==> src/rtl/mux_pkg.sv <==
// Shared types for the packet-aware 2-to-1 stream multiplexer.
// The FSM encoding is fixed so that the debug state output has stable values.
package mux_pkg;

  localparam int DATA_W_DEF = 8;

  typedef enum logic [1:0] {
    IDLE  = 2'd0,
    BUSY0 = 2'd1,
    BUSY1 = 2'd2
  } state_e;

endpackage

==> src/rtl/mux_out_reg.sv <==
// Single-stage registered output slot: loads an accepted beat, drains on out_ready.
// can_load tells the arbiter whether a beat may be taken this cycle.
module mux_out_reg
  import mux_pkg::*;
#(
  parameter int DATA_W = DATA_W_DEF
) (
  input  logic              clk,
  input  logic              rst,
  input  logic              load,
  input  logic [DATA_W-1:0] load_data,
  input  logic              load_last,
  input  logic              load_sel,
  input  logic              out_ready,
  output logic              can_load,
  output logic              out_valid,
  output logic [DATA_W-1:0] out_data,
  output logic              out_last,
  output logic              out_sel
);

  logic              valid_q, valid_d;
  logic [DATA_W-1:0] data_q, data_d;
  logic              last_q, last_d;
  logic              sel_q, sel_d;

  always_comb begin
    valid_d = valid_q;
    data_d  = data_q;
    last_d  = last_q;
    sel_d   = sel_q;
    // A load in the same cycle as a drain replaces the old beat, so valid stays high.
    if (load) begin
      valid_d = 1'b1;
      data_d  = load_data;
      last_d  = load_last;
      sel_d   = load_sel;
    end else if (valid_q && out_ready) begin
      valid_d = 1'b0;
    end
  end

  always_ff @(posedge clk) begin
    if (rst) begin
      valid_q <= 1'b0;
      data_q  <= '0;
      last_q  <= 1'b0;
      sel_q   <= 1'b0;
    end else begin
      valid_q <= valid_d;
      data_q  <= data_d;
      last_q  <= last_d;
      sel_q   <= sel_d;
    end
  end

  assign can_load  = !valid_q || out_ready;
  assign out_valid = valid_q;
  assign out_data  = data_q;
  assign out_last  = last_q;
  assign out_sel   = sel_q;

endmodule

==> src/rtl/mux_2to1_stream.sv <==
// Packet-locked 2-to-1 stream mux with source tagging. Tie-break is round-robin,
// or fixed priority to channel 0 when MUX_FIXED_PRIO_EN is defined.
//
// Handshake: a beat moves on any port when valid & ready are both high at a
// rising clk edge; a source holds valid and its beat stable until accepted,
// and ready never depends on that port's own valid.
module mux_2to1_stream
  import mux_pkg::*;
#(
  parameter int DATA_W = DATA_W_DEF
) (
  input  logic              clk,
  input  logic              rst,
  input  logic              in0_valid,
  output logic              in0_ready,
  input  logic [DATA_W-1:0] in0_data,
  input  logic              in0_last,
  input  logic              in1_valid,
  output logic              in1_ready,
  input  logic [DATA_W-1:0] in1_data,
  input  logic              in1_last,
  output logic              out_valid,
  input  logic              out_ready,
  output logic [DATA_W-1:0] out_data,
  output logic              out_last,
  output logic              out_sel,
  output state_e            dbg_state
);

  state_e state_q, state_d;
`ifndef MUX_FIXED_PRIO_EN
  logic last_grant_q, last_grant_d;
`endif

  logic              can_load;
  logic              acc0, acc1;
  logic              load;
  logic [DATA_W-1:0] load_data;
  logic              load_last;
  logic              load_sel;

  always_comb begin
    state_d   = state_q;
`ifndef MUX_FIXED_PRIO_EN
    last_grant_d = last_grant_q;
`endif
    in0_ready = 1'b0;
    in1_ready = 1'b0;
    case (state_q)
      // Arbitration only; no beat is taken here, which costs one bubble per packet.
      IDLE: begin
        if (in0_valid && in1_valid) begin
`ifdef MUX_FIXED_PRIO_EN
          state_d = BUSY0;
`else
          state_d      = last_grant_q ? BUSY0 : BUSY1;
          last_grant_d = !last_grant_q;
`endif
        end else if (in0_valid) begin
          state_d = BUSY0;
        end else if (in1_valid) begin
          state_d = BUSY1;
        end
      end
      BUSY0: begin
        in0_ready = can_load;
        if (in0_valid && can_load && in0_last) state_d = IDLE;
      end
      BUSY1: begin
        in1_ready = can_load;
        if (in1_valid && can_load && in1_last) state_d = IDLE;
      end
      default: state_d = IDLE;
    endcase
  end

  always_ff @(posedge clk) begin
    if (rst) begin
      state_q      <= IDLE;
`ifndef MUX_FIXED_PRIO_EN
      last_grant_q <= 1'b1;
`endif
    end else begin
      state_q      <= state_d;
`ifndef MUX_FIXED_PRIO_EN
      last_grant_q <= last_grant_d;
`endif
    end
  end

  assign acc0      = in0_valid && in0_ready;
  assign acc1      = in1_valid && in1_ready;
  assign load      = acc0 || acc1;
  assign load_sel  = acc1;
  assign load_data = acc1 ? in1_data : in0_data;
  assign load_last = acc1 ? in1_last : in0_last;
  assign dbg_state = state_q;

  mux_out_reg #(
    .DATA_W(DATA_W)
  ) u_out_reg (
    .clk      (clk),
    .rst      (rst),
    .load     (load),
    .load_data(load_data),
    .load_last(load_last),
    .load_sel (load_sel),
    .out_ready(out_ready),
    .can_load (can_load),
    .out_valid(out_valid),
    .out_data (out_data),
    .out_last (out_last),
    .out_sel  (out_sel)
  );

endmodule

==> config.mk <==
export PLATFORM = sky130hd
export DESIGN_NAME = mux_2to1_stream
export DESIGN_NICKNAME = d
export VERILOG_FILES = /design/src/rtl/mux_pkg.sv /design/src/rtl/mux_out_reg.sv /design/src/rtl/mux_2to1_stream.sv
export SDC_FILE = /design/constraint.sdc
export NUM_CORES = 1
export LEC_CHECK = 0
export BUFFER_PORTS_ARGS = -buffer_cell sky130_fd_sc_hd__buf_2
export CAP_MARGIN = 20
export CORE_MARGIN = 2
export CORE_UTILIZATION = 35
export DETAILED_ROUTE_END_ITERATION = 10
export PLACE_DENSITY = 0.62
export RECOVER_POWER = 25
export SLEW_MARGIN = 20
export SYNTH_ARGS = -nofsm -noshare
export SYNTH_HDL_FRONTEND = slang
export SYNTH_SLANG_ARGS = --single-unit
==> constraint.sdc <==
create_clock -name clk -period 1.05 [get_ports clk]
set_input_delay 0.0525 -clock clk [delete_from_list [all_inputs] [get_ports clk]]
set_output_delay 0.0525 -clock clk [all_outputs]
set_load 0.1 [all_outputs]
# Yosys cells after proc, flatten, opt, wreduce, memory -nomap -nowiden
# Cells that the tools add are included.
[op_classes]
n_eq_ne = 5
mux = 13
reduce_logical = 16
[ops]
columns = ["cell", "count"]
rows = [
  ["2-bit two-way mux", 6],
  ["1-bit logical AND", 8],
  ["8-bit two-way mux", 1],
  ["2-bit case mux with 3 select lines", 1],
  ["1-bit two-way mux", 5],
  ["2-bit inequality test, second input constant", 2],
  ["4-bit inequality test, second input constant", 1],
  ["3-bit AND reduction", 1],
  ["2-bit by 1-bit == test with 1-bit output, second input constant", 1],
  ["2-bit == test, second input constant", 1],
  ["1-bit logical NOT", 2],
  ["2-bit logical NOT", 1],
  ["1-bit logical OR", 2],
  ["2-bit AND reduction", 1],
  ["2-bit nonzero test", 1],
]
[word_totals]
reg_bits = 14
in_bits = 23
output_inout_bits = 15
word_cells = 40

# Longest topological paths before layout
[logic_depth]
word_depth = 6
ltp_mapped = 5
depth_no_buf = 3

# By module
# From an unflattened synthesis, not the netlist that was laid out.
[unflattened]
hier_cells = 72
area_unflattened_um2 = 696.9
[modules_own_cells]
columns = ["module", "n_inst", "cells_each", "area_each_um2", "seq_area_each_um2"]
rows = [
  ["mux_out_reg", 1, 36, 389.1, 220.2],
  ["mux_2to1_stream", 1, 36, 307.8, 60.1],
]

# Worst setup path after synthesis
# OpenSTA, ideal clock, no wires.
[synth_timing]
path_type = "flip-flop to output port"
startpoint = "register state_q[0] (netlist: dbg_state[0])"
endpoint = "output in0_ready"
t_arrival_ps = 3525
required_ps = 998
path_slack_ps = -2528
path_stages_with_launch = 3
n_path_buf = 0
path_cell_list = "dfxtp_1 -> inv_1 -> nor3_1"
[synth_between]
elab_chain_len = 2
[synth_rtl]
columns = ["item", "line", "source"]
rows = [
  ["start: declaration", "mux_2to1_stream.sv:30", "state_e state_q, state_d;"],
  ["start signal: assignment", "mux_2to1_stream.sv:84", "state_q <= state_d;"],
  ["2-bit by 1-bit == test with 1-bit output", "mux_2to1_stream.sv:49", "case (state_q)"],
  ["1-bit two-way mux", "mux_2to1_stream.sv:49", ""],
  ["end: declaration", "mux_2to1_stream.sv:15", "output logic in0_ready,"],
]
# Every way passes these cells.

# Final worst setup path
[layout_timing]
startpoint = "register state_q[0] (netlist: dbg_state[0])"
endpoint = "output in1_ready"
[layout_between]
elab_chain_len = 2
[layout_rtl]
columns = ["item", "line", "source"]
rows = [
  ["2-bit == test", "mux_2to1_stream.sv:49", ""],
  ["1-bit two-way mux", "mux_2to1_stream.sv:49", ""],
  ["end: declaration", "mux_2to1_stream.sv:19", "output logic in1_ready,"],
]
# Every way passes these cells.

==> results.yml <==
pwr:
  total_power_mw: 2.18
  p_per_area_nw_per_um2: 1240
  peakVddDrop_uv: 863
  p_leak_nw: 0.745
min_path:
  min_to: "u_out_reg.out_data[3]"
  hp-start: "in1_data[3]"
  whs_path_depth: 3
  hold_path.class: "in2reg"
routing:
  vias: 966
  drt_iter0_markers: 12
  drtAntennaViolNets: 0
  wl_per_cell_um: 16.7
  dr.pass1.iters: 4
  drcViolationCount: 0
  wl_mm: 2.98
  viasPerCell: 5.43
sta:
  fmax_ghz: 0.745
  slew_violations: 0
  finalHoldViolations: 0
  worst_pin_slew_ns: 0.392
  finalHoldWorstSlack_ns: 0.0498
  clock_skew_ns: 0.00195
  finalCritPeriodShare_pct: 128
  setup_viol: 19
  setup_ws_ns: -0.293
  fin_crit_ns: 1.34
  rsz0062_at_grt: "true"
  max_slew_margin_pct: 73.9
die:
  core_sq_um: 2250
  dieArea_sq_um: 2830
  die_w_um: 53.2
  die_h_um: 53.2
  ios: 38
  rows: 17
  start_util_pct: 37.5
layout:
  final_area_sq_um: 1750
  seqCellArea_sq_um: 304
  nFillCells: 156
  fin_cells: 178
  multiInputGateArea_sq_um: 677
  diodes: 0
  area_delta_synth_final_pct: 107
  nets: 174
  drive_above_1_share_pct: 82.7
clock_tree:
  clk_pin_slew_ns: 0.09
  cts-root-buf: "clkbuf_4"
  clk_latency_ns: 0.28
  cts.sinks: 14
  cts_tree: "done"
  cts_max_level: 1
  numCtsBuffers: 3
  clk_path_buf_depth: 2
worst_setup_path:
  crit_slowest_cell: "dfxtp_4"
  reg2reg_from: "dbg_state[0]"
  arrival_ns: 1.29
  cp_cell_sequence: "clkinvlp_4, buf_4, and3_4, buf_12"
  path_max_fanout: 8
  rrSetupSlack_ns: -0.25
  cp.required_ns: 1.00
  end_kind: "output port"
  path_class: "reg2out"
  cp_top_family: "buffers and inverters"
  cp_num_buf_inv: 3
  cpPeakStageDelay_ns: 0.37
  rr_endpoint: "u_out_reg.out_last"
  start_kind: "flip-flop"
  rr_worst_depth: 5
status:
  status: "finished with violations"
  violations: "negative setup slack"
global_route:
  grt_use_total_pct: 21.2
  grt_pass1_wl_mm: 4.40
  overflow: 0
  antenna_found_initial: 0
  grt_max_degree: 9
  grt_pass1_vias: 962
placement:
  place_area_sq_um: 1450
  hpwlAfterDp_mm: 1.89
  dp_slack_ns: -0.169
  port_buffers: 37
  placedCellCount: 162
  routabilityCongestion: 0.776
synthesis:
  yosysWarningCount: 0
  ys_seq_area_share_pct: 33.1
  ys_ff_latch: 14
  syn_avg_cell_area_sq_um: 10.1
  synth_area_sq_um: 846
  synthesis.nets: 107
  synth_cell_types: 30
  synth_cells: 84
flow_run:
  cap_violations: 0
[stage by stage]
| step | utilization [%] | setup TNS, ns |
|---|---|---|
| 2_1_floorplan | - | -4.21 |
| 3_3_place_gp | 64.1 | -1.07 |
| 3_5_place_dp | 64.1 | -1.48 |
| 4_1_cts | 71.9 | -2.74 |
| 5_1_grt | 77.6 | -3.81 |
| 6_report | 77.6 | -2.98 |
[tightest hold or removal path: stages]
cell	delay (ns)
buf_2	0.07
mux2i_1	0.05
a21oi_1	0.12
[per-layer routing]
| layer | vias up | global-route usage, % | routed length [um] |
|---|---|---|---|
| met5 | - | 0 | 0 |
| met4 | 0 | 5.56 | 37 |
| met3 | 4 | 5.93 | 147 |
| met2 | 30 | 37.1 | 1580 |
| met1 | 468 | 25.3 | 1220 |
| li1 | 464 | - | - |
[synth_stat cells (all sizes together)]
master,count,area [sq um]
nand2,3,11.3
a2111oi,1,15.0
nand4,2,12.5
o31ai,3,22.5
dfxtp,14,280
a311oi,2,17.5
mux2i,7,70.1
a211oi,1,12.5
nor2b,2,12.5
or3b,6,52.6
and4,2,17.5
inv,3,11.3
nor4,1,12.5
and3,1,6.26
nand2b,1,6.26
dlymetal6s2s,1,12.5
nand3b,2,27.5
and3b,2,17.5
a21oi,9,56.3
a31oi,2,12.5
o311ai,6,52.6
nor3,5,30.0
buf,4,50.1
o21ai,3,15.0
or2b,1,11.3
[state kept, by name (all words and copies together) (netlist names)]
signal and count:
u_out_reg.out_data 8, last_grant_q 1, u_out_reg.out_sel 1, dbg_state 2, u_out_reg.out_last 1, u_out_reg.out_valid 1
[cell families after synthesis]
logic type | count (synthesis) | synth area share, %
DFF | 14 | 33.1
buffers and inverters | 8 | 8.73
muxes | 7 | 8.28
and+or+nand+nor | 28 | 25.7
AOI/OAI and AO/OA | 27 | 24.1
[worst max-delay path by stage]
| stage | to | depth (start not counted) | startpoint | slack (ns) |
|---|---|---|---|---|
| global route | in1_ready | 4 | dbg_state[0] | -0.33 |
| global placement | u_out_reg.out_data[0] | 3 | dbg_state[0] | -0.13 |
| finish | in1_ready | 4 | dbg_state[0] | -0.29 |
| CTS | in0_ready | 4 | dbg_state[0] | -0.28 |
| detailed placement | u_out_reg.out_data[0] | 3 | dbg_state[0] | -0.17 |
| floorplan | in0_ready | 2 | dbg_state[0] | -0.55 |
[placed cells by master, fill, tap and decap left out, types with 3 or more instances in the layout]
cell,count
a21oi_1,4
a21oi_2,4
buf_12,16
buf_2,22
buf_4,20
buf_6,9
clkbuf_4,3
dfxtp_2,10
dfxtp_4,3
mux2i_1,5
nor3_2,4
o311ai_2,4
or3b_2,6
[report_power, final]
| group | internal (mW) | switching (mW) |
|---|---|---|
| sequential | 0.586 | 0.0422 |
| combinational | 0.489 | 0.666 |
| clock | 0.211 | 0.182 |
| total | 1.29 | 0.891 |
[repair_timing]
item | in CTS | in global routing
endpoints found under the setup margin | 17 | 19
pin swaps | 6 | 4
resized for setup | 16 | 21
buffers inserted | 9 | 3
hold buffers | 0 | 0
[area by class of cell]
type / instances / area share, %
clock buffers: 4 / 2.07
inverters: 3 / 0.858
multi-input cells: 62 / 38.7
flip-flops and latches: 14 / 17.4
well taps: 28 / 2.00
repair buffers: 67 / 39.0
No activity file was read; power rests on OpenSTA's default activity.
